==> src/rtl/encode_instr_serializer.sv <==
// Serializes one decoded x86 instruction record into its machine-code bytes, one per cycle.
// Optional ENCODE_WINDOW_EN adds a packed, unescaped 88-bit window of the last legal record.
module encode_instr_serializer #(
  parameter int unsigned MAX_LEN = 11
) (
  input  logic        clk,
  input  logic        rst,
  input  logic        in_valid,
  output logic        in_ready,
  input  logic [7:0]  in_opc,
  input  logic        in_is_2byte,
  input  logic        in_reg_emb,
  input  logic [2:0]  in_reg,
  input  logic        in_has_modrm,
  input  logic [7:0]  in_modrm,
  input  logic        in_has_sib,
  input  logic [7:0]  in_sib,
  input  logic [2:0]  in_disp_len,
  input  logic [31:0] in_disp,
  input  logic [2:0]  in_imm_len,
  input  logic [31:0] in_imm,
  output logic        out_valid,
  input  logic        out_ready,
  output logic [7:0]  out_byte,
  output logic        out_last,
  output logic [3:0]  instr_len,
`ifdef ENCODE_WINDOW_EN
  output logic [87:0] window,
  output logic        window_is_2byte,
  output logic        window_valid,
`endif
  output logic        err
);

  localparam int unsigned WinW = 8 * MAX_LEN;

  typedef enum logic [1:0] {StIdle, StEmit, StErr} state_e;

  state_e          state_q, state_d;
  logic [WinW-1:0] shreg_q, shreg_d;
  logic [3:0]      idx_q, idx_d;
  logic [3:0]      len_q, len_d;

  logic [31:0]     disp_m, imm_m;
  logic [7:0]      opc_eff;
  logic [WinW-1:0] body, enc;
  logic [4:0]      tot_len;
  logic            legal, accept;

  // Build the byte string back to front so each field lands after its predecessors.
  always_comb begin
    disp_m = 32'h0;
    unique case (in_disp_len)
      3'd1:    disp_m = {24'h0, in_disp[7:0]};
      3'd4:    disp_m = in_disp;
      default: disp_m = 32'h0;
    endcase
    imm_m = 32'h0;
    unique case (in_imm_len)
      3'd1:    imm_m = {24'h0, in_imm[7:0]};
      3'd2:    imm_m = {16'h0, in_imm[15:0]};
      3'd4:    imm_m = in_imm;
      default: imm_m = 32'h0;
    endcase
    opc_eff = in_reg_emb ? {in_opc[7:3], in_reg} : in_opc;
    body = WinW'(imm_m);
    body = (body << {in_disp_len, 3'b000}) | WinW'(disp_m);
    if (in_has_sib)   body = {body[WinW-9:0], in_sib};
    if (in_has_modrm) body = {body[WinW-9:0], in_modrm};
    body = {body[WinW-9:0], opc_eff};
    enc  = in_is_2byte ? {body[WinW-9:0], 8'h0F} : body;
    tot_len = 5'(in_is_2byte) + 5'd1 + 5'(in_has_modrm) + 5'(in_has_sib)
            + 5'(in_disp_len) + 5'(in_imm_len);
    legal = (in_disp_len == 3'd0 || in_disp_len == 3'd1 || in_disp_len == 3'd4)
         && (in_imm_len == 3'd0 || in_imm_len == 3'd1 || in_imm_len == 3'd2
             || in_imm_len == 3'd4)
         && !(in_has_sib && !in_has_modrm)
         && !(in_reg_emb && in_has_modrm)
         && (tot_len <= 5'(MAX_LEN));
  end

  assign in_ready  = (state_q == StIdle) && !rst;
  assign accept    = in_valid && in_ready;
  assign out_valid = (state_q == StEmit);
  assign out_byte  = out_valid ? shreg_q[7:0] : 8'h00;
  assign out_last  = out_valid && (idx_q == len_q - 4'd1);
  assign instr_len = len_q;
  assign err       = (state_q == StErr);

  always_comb begin
    state_d = state_q;
    shreg_d = shreg_q;
    idx_d   = idx_q;
    len_d   = len_q;
    unique case (state_q)
      StIdle: begin
        if (accept) begin
          len_d = tot_len[3:0];
          if (legal) begin
            state_d = StEmit;
            shreg_d = enc;
            idx_d   = 4'd0;
          end else begin
            state_d = StErr;
          end
        end
      end
      StEmit: begin
        if (out_ready) begin
          if (out_last) begin
            state_d = StIdle;
          end else begin
            shreg_d = shreg_q >> 8;
            idx_d   = idx_q + 4'd1;
          end
        end
      end
      StErr:   state_d = StIdle;
      default: state_d = StIdle;
    endcase
  end

  always_ff @(posedge clk or posedge rst) begin
    if (rst) begin
      state_q <= StIdle;
      shreg_q <= '0;
      idx_q   <= 4'd0;
      len_q   <= 4'd0;
    end else begin
      state_q <= state_d;
      shreg_q <= shreg_d;
      idx_q   <= idx_d;
      len_q   <= len_d;
    end
  end

`ifdef ENCODE_WINDOW_EN
  logic [87:0] window_q;
  logic        window_is_2byte_q, window_valid_q;

  always_ff @(posedge clk or posedge rst) begin
    if (rst) begin
      window_q          <= '0;
      window_is_2byte_q <= 1'b0;
      window_valid_q    <= 1'b0;
    end else begin
      window_valid_q <= out_valid && out_ready && out_last;
      if (accept && legal) begin
        window_q          <= 88'(body);
        window_is_2byte_q <= in_is_2byte;
      end
    end
  end

  assign window          = window_q;
  assign window_is_2byte = window_is_2byte_q;
  assign window_valid    = window_valid_q;
`endif

endmodule
==> config.mk <==
export PLATFORM = sky130hd
export DESIGN_NAME = encode_instr_serializer
export DESIGN_NICKNAME = d
export VERILOG_FILES = /design/src/rtl/encode_instr_serializer.sv
export SDC_FILE = /design/constraint.sdc
export NUM_CORES = 1
export LEC_CHECK = 0
export ABC_CLOCK_PERIOD_IN_PS = 4400
export CORE_AREA = 2 2 175 134
export DETAILED_ROUTE_END_ITERATION = 6
export DIE_AREA = 0 0 177 136
export PLACE_DENSITY = 0.78
export SETUP_SLACK_MARGIN = 0.2
export SLEW_MARGIN = 20
export SYNTH_ARGS = -nofsm -noshare
export SYNTH_HDL_FRONTEND = slang
export SYNTH_SLANG_ARGS = --single-unit
==> constraint.sdc <==
create_clock -name clk -period 4.4 [get_ports clk]
set_clock_uncertainty 0.1 [all_clocks]
set_input_delay 0.88 -clock clk [delete_from_list [all_inputs] [get_ports clk]]
set_output_delay 0.88 -clock clk [all_outputs]
set_load 0.01 [all_outputs]
==> results of run 1 <==
==> synthesized netlist by cell type, types with 8 or more instances <==
master | n | area, sq um
a211o_1 | 11 | 96.34
and2_1 | 26 | 162.7
a21o_1 | 12 | 90.09
o221ai_1 | 23 | 201.4
nand3_1 | 27 | 135.1
a221o_1 | 13 | 130.1
mux2i_1 | 56 | 560.5
ha_1 | 11 | 137.6
or3_1 | 11 | 68.82
o22ai_1 | 25 | 156.4
inv_1 | 22 | 82.58
a211oi_1 | 11 | 82.58
dfrtp_1 | 98 | 2452
nand2_1 | 106 | 397.9
a21oi_1 | 101 | 505.5
a2bb2oi_1 | 15 | 131.4
clkbuf_1 | 69 | 259.0
o211ai_1 | 8 | 60.06
and3_1 | 47 | 294.0
buf_1 | 16 | 60.06
mux2_2 | 22 | 247.7
buf_2 | 26 | 130.1
o21ai_0 | 71 | 355.3
o21a_1 | 10 | 75.07
a31oi_1 | 23 | 143.9
nor3_1 | 16 | 80.08
a221oi_1 | 41 | 359.1
nor2_1 | 108 | 405.4
a32oi_1 | 14 | 122.6
a22oi_1 | 11 | 82.58
a22o_1 | 14 | 122.6
==> worst max-delay path, cell delays in order <==
cell and delay (ns):
clkdlybuf4s50_1 0.56, ha_2 0.25, fa_1 0.43, ha_1 0.36
nor2b_1 0.17, o21ai_2 0.15, or3b_4 0.41, or4_4 0.59
buf_12 0.21, o211a_1 0.22, o21ai_0 0.07
==> sequential cells by signal (all words and copies together) (netlist names) <==
register and flops:
shreg_q 88, instr_len 4, state_q 2, idx_q 4
==> through the flow <==
stage               hold WS, ns  setup TNS [ns]  power (W)  worst slack, ns  instance area, sq um
floorplan                0.3387               0   0.002359          0.08033                 10040
global route             0.3944               0   0.003960           0.1909                 12240
finish                   0.3740               0   0.003744           0.2586                 12240
CTS                      0.3739               0   0.003672           0.2043                 12130
global placement         0.3528          -2.088   0.002851          -0.1235                 11830
detailed placement       0.3584          -6.133   0.002903          -0.1974                 11830
==> where the power goes <==
| part | switching [W] | internal (W) | leakage (nW) |
|---|---|---|---|
| Clock | 0.000378 | 0.000394 | 0.142 |
| Combinational | 0.000833 | 0.000720 | 3.69 |
| Sequential | 0.000194 | 0.00123 | 1.24 |
==> repair_timing <==
action	CTS	global route
gates cloned	0	2
setup endpoints to repair	5	69
buffers inserted	0	2
pin swaps	2	3
resized for setup	3	12
hold buffers	0	0
==> final cells by class <==
| type | count | share of cell area [%] |
|---|---|---|
| Clock buffer | 9 | 1.840 |
| Multi-Input combinational cell | 1004 | 56.43 |
| Clock inverter | 7 | 0.4906 |
| Inverter | 24 | 0.8892 |
| Timing Repair Buffer | 226 | 17.25 |
| Sequential cell | 98 | 20.03 |
| Tap cell | 300 | 3.066 |
==> metal layers <==
metal	GRT usage (%)	up-vias
li1	-	5063
met1	46.90	5590
met2	49.48	864
met3	5.845	105
met4	11.29	0
met5	0	-
==> logic make-up (layout without fill, tap and decap cells) <==
family / after synthesis / after routing
multiplexers: 78 / 78
buffers and inverters: 144 / 266
flip-flops: 98 / 98
AND/OR/NAND/NOR: 418 / 418
XOR/XNOR: 14 / 14
AO/OA/AOI/OAI: 480 / 480
adder cells (fa/ha/maj): 14 / 14
==> worst paths after layout <==
check	start	to	slack [ns]	cells past startpoint
min reg2reg	shreg_q[14]	shreg_q[14]	0.37	2
max	in_imm_len[1]	shreg_q[77]	0.26	11
max reg2reg	state_q[1]	shreg_q[57]	1.66	10
min	shreg_q[14]	shreg_q[14]	0.37	2
min in group asynchronous	rst	instr_len[1]	0.69	2
max in group asynchronous	rst	shreg_q[59]	2.26	4
==> metrics.cfg, run 1 <==
[outcome]
status=complete, but fails checks
violations=DRC

[clock_tree]
clock-sinks=98
htreeDepth=3
clk_pin_slew_ns=0.08
cts_root_buf=clkbuf_16
clock_latency_ns=0.36
cts_buffers=9
clockBufferDepth=2
tritoncts=done

[cells_and_area]
fin_nets=1482
final_cell_mix=clkdlybuf4s50_1 (115), nand2_1 (105), nor2_1 (105)
layout-drive-gt1-share_pct=15.13
fin_util_pct=54.36
num-fill-cells=2166
stdcell_count=1668
syn_to_final_growth_pct=24.04
final_common_cell=clkdlybuf4s50_1
multi_input_area_sq_um=6908
antennaDiodeCount=0
seq_area_sq_um=2452

[synth]
synth_edf_count=0
yosys.area_share.simple_pct=22.50
synth.net_count=1365
ys_async_sr_fraction_pct=100.0
muxShareOfSynthArea_pct=8.190
synth-seq-cells=98
ys_warn_count=0
synth_fa_ha_area_share_pct=2.003
synth_compound_area_share_pct=34.80
yosys.cell_types.count=93
synthCells=1246
synth_flop_cell=dfrtp_1
synthXorXnorAreaFrac_pct=1.242
synth_top_family_by_area=compound AO/OA/AOI/OAI gates
syn_area_sq_um=9869
ys_seq_area_share_pct=24.85
synth.avg_cell_area_sq_um=7.921

[route]
drc=4
routed.top_layer=met4
finalWirelength_um=40390
met2_length_um=17450
via_per_inst=6.968
drtIter0Drc=2027
wl_met3_um=5088
vias=11620
final_antenna_net_count=0
m1WireLength_um=16520
first_pass_iters=7
wl_per_cell_um=24.21

[placed_design]
numPlacedInstances=1648
dp_hpwl_um=29230
io_buffers=120
gp_congestion=1.059

[global_route]
antenna_found_initial=0
globalRouteTotalUtil_pct=32.77
grt_pass1_wl_um=61440
grt-ovfl-total=0
grt_pass1_vias=10780
grt_max_degree=79

[timing]
fmax_ghz=0.2415
rsz0062_at_grt=true
fin_crit_ns=4.141
drv_slew=0
fin_crit_sh_pct=94.12
finalSetupViolations=0
finalHoldViolations=0
slew-limit-headroom_pct=41.80
worstMarginPinSlew_ns=0.8730

[job]
max_cap_violations=0

[floorplan]
die_h_um=136
core-area_sq_um=22520
die_area_sq_um=24070
ios=121
die_w_um=177
rows=48
start_util_pct=43.82

[worst_setup_path]
end_kind=flop
worst-path-max-fanout=24
critPathKind=in2reg
critPathRequiredTime_ns=4.57
start_kind=input pin
critical_path_arrival_ns=4.31

[pwr]
p_leak_nw=5.074
peakVddDrop_mv=0.2174
powerDensity_nw_per_um2=305.8

[hold_path]
hp-class=reg2reg

(Power assumes the default switching activity.)
==> inputs of run 2 (changes only) <==
Settings changed: ABC_CLOCK_PERIOD_IN_PS 4400 to 5400.
Clock period 4.4 ns to 5.4 ns, I/O delays scaled along.
==> run 2 against run 1 <==
The run now ends clean. Core utilization is 2.7 points lower. Global-route usage is 0.74 points lower. Count of clock-buffer cells in the layout is 1 higher. Via count is 3.3% lower. Flip-flop and latch count stayed put. Die area stayed put. Wire length is 3.0% lower. Register-to-register slack better by 0.89 ns. Critical path type unchanged. Highest routed layer unchanged.
==> metrics.cfg, run 2 (same netlist as run 1, synthesis figures left out) <==
[worst_setup_path]
r2r_slack_ns=2.55
critPathRequiredTime_ns=5.59
start_kind=input pin
crit_path_cell_trace=clkdlybuf4s50_1 > inv_1 > ha_1 > fa_1 > inv_1 > ha_1 > inv_1 > fa_1 > xor2_1 > nor2_1 > mux2_2 > or3_1 > nor2_4 > buf_4 > nand2_1 > nand3_1
critical_path_arrival_ns=5.06
path_delay_family=adder cells
end_kind=flop
r2r-start=instr_len[0]
r2r-end=shreg_q[61]
slowest_delay_ns=0.48
crit_start=in_is_2byte
worst-path-stages=16
crit_slowest_cell=clkdlybuf4s50_1
crit_top_cell=inv_1
critPathKind=in2reg
crit_buf_inv=5
endpoint=shreg_q[17]
reg2regPathDepth=11
worst-path-max-fanout=15

[clock_tree]
cts_root_buf=clkbuf_16
clk_pin_slew_ns=0.07
clock_latency_ns=0.35
clock-sinks=98
cts_buffers=9
tritoncts=done
htreeDepth=3
post_cts_resize_count=0
clockBufferDepth=2
hold_buffers=0
postCtsSetupBuffers=0

[global_route]
grt_max_degree=83
globalRouteTotalUtil_pct=32.03
grt_use_met3_pct=8.194
antenna_found_initial=0
grt-ovfl-total=0
met1_usage_pct=44.70
met2_usage_pct=47.75
grt_pass1_vias=10500
grt_pass1_wl_um=60020
grt-busiest-layer=met2

[route]
drtIter0Drc=1950
via_per_inst=6.982
first_pass_iters=7
finalWirelength_um=39170
wl_per_cell_um=24.33
final_antenna_net_count=0
vias=11240
drc=0

[timing]
fmax_ghz=0.2050
finalSetupViolations=0
drv_slew=0
setup_tns_ns=0
fin_crit_ns=4.877
fin_crit_sh_pct=90.32
finalHoldViolations=0
worstMarginPinSlew_ns=1.099
worst_slack_ns=0.5229
rsz0062_at_grt=false
slew-limit-headroom_pct=26.48

[cells_and_area]
largest_reg_flops=88
fin_nets=1424
final_cell_mix=clkdlybuf4s50_1 (116), nor2_1 (108), nand2_1 (106)
layout-drive-gt1-share_pct=10.00
stdcell_count=1610
final_common_cell=clkdlybuf4s50_1
num-fill-cells=2108
antennaDiodeCount=0
top_register=shreg_q
syn_to_final_growth_pct=17.90
fin_util_pct=51.67

[outcome]
status=finished, final reports clean

[floorplan]
start_util_pct=43.82
ios=121
die_h_um=136
die_w_um=177
die_area_sq_um=24070
rows=48
core-area_sq_um=22520

[pwr]
p_clk_share_pct=23.0
powerDensity_nw_per_um2=258.9
p_int_w=0.001904
pwr-share-seq_pct=38.3
switching_share_pct=36.80
comb_power_share_pct=38.7
power_switching_w=0.001109
peakVddDrop_mv=0.1798
p_leak_nw=4.739

[placed_design]
io_buffers=120
dp_hpwl_um=28290
gp_congestion=1.014
post-place-ws_ns=0.1744
numPlacedInstances=1594

[hold_path]
hp-class=reg2reg
min-delay-start=shreg_q[14]

[job]
max_cap_violations=0

==> run 2: changes by cell type in the layout (fill, tap and decap cells not counted), sizes merged <==
cell           before  now
clkinv              5    2
dlymetal6s2s        1    0
clkbuf             11   10
bufinv              0    1
clkdlybuf4s50     115  116
clkinvlp            1    2
buf               108   52
==> run 2: cell type report <==
type                            count  area, sq um  share of cell area, %
Clock buffer                       10        239.0                  2.054
Clock inverter                      6        72.57                 0.6237
Inverter                           24        93.84                 0.8064
Multi-Input combinational cell   1004         6818                  58.59
Sequential cell                    98         2452                  21.08
Tap cell                          300        375.4                  3.226
Timing Repair Buffer              168         1585                  13.62
==> run 2: stage by stage <==
step / hold slack (ns) / area, sq um / total power, W
after floorplan: 0.3387 / 9874 / 0.001903
after global placement: 0.3598 / 11320 / 0.002267
after detailed placement: 0.3595 / 11320 / 0.002303
after CTS: 0.3753 / 11630 / 0.002985
after global routing: 0.4131 / 11640 / 0.003184
final: 0.3746 / 11640 / 0.003013
==> run 2: power by group through the flow <==
stage	combinational, W	clock (W)	sequential, W
finish	0.00117	0.000692	0.00115
global route	0.00128	0.000725	0.00118
CTS	0.00115	0.000691	0.00115
detailed placement	0.00114	0	0.00116
global placement	0.00112	0	0.00115
floorplan	0.000784	0	0.00112
==> run 2: worst register-to-register path: stages (launching register included) <==
cell and delay (ns):
dfrtp_1 0.42, inv_1 0.09, ha_1 0.32, xnor2_1 0.16
nor2_1 0.07, a31oi_1 0.15, buf_4 0.24, a31o_2 0.43
buf_4 0.31, mux2i_1 0.10, a221oi_1 0.20, o21ai_0 0.13
==> run 2: per-layer routing <==
metal	wire, um	part of all wire, %	up-vias
met5	0	0	-
met4	1369	3.5	0
met3	5052	13	101
met2	16530	42	853
met1	16220	41	5352
li1	-	-	4935
==> run 2: how the worst min path moves through the flow <==
stage	slack, ns	cells after the start	to
after floorplan	0.34	2	shreg_q[14]
after global placement	0.36	2	shreg_q[8]
after detailed placement	0.36	2	shreg_q[14]
after CTS	0.38	2	shreg_q[14]
after global routing	0.41	2	shreg_q[8]
final	0.37	2	shreg_q[14]
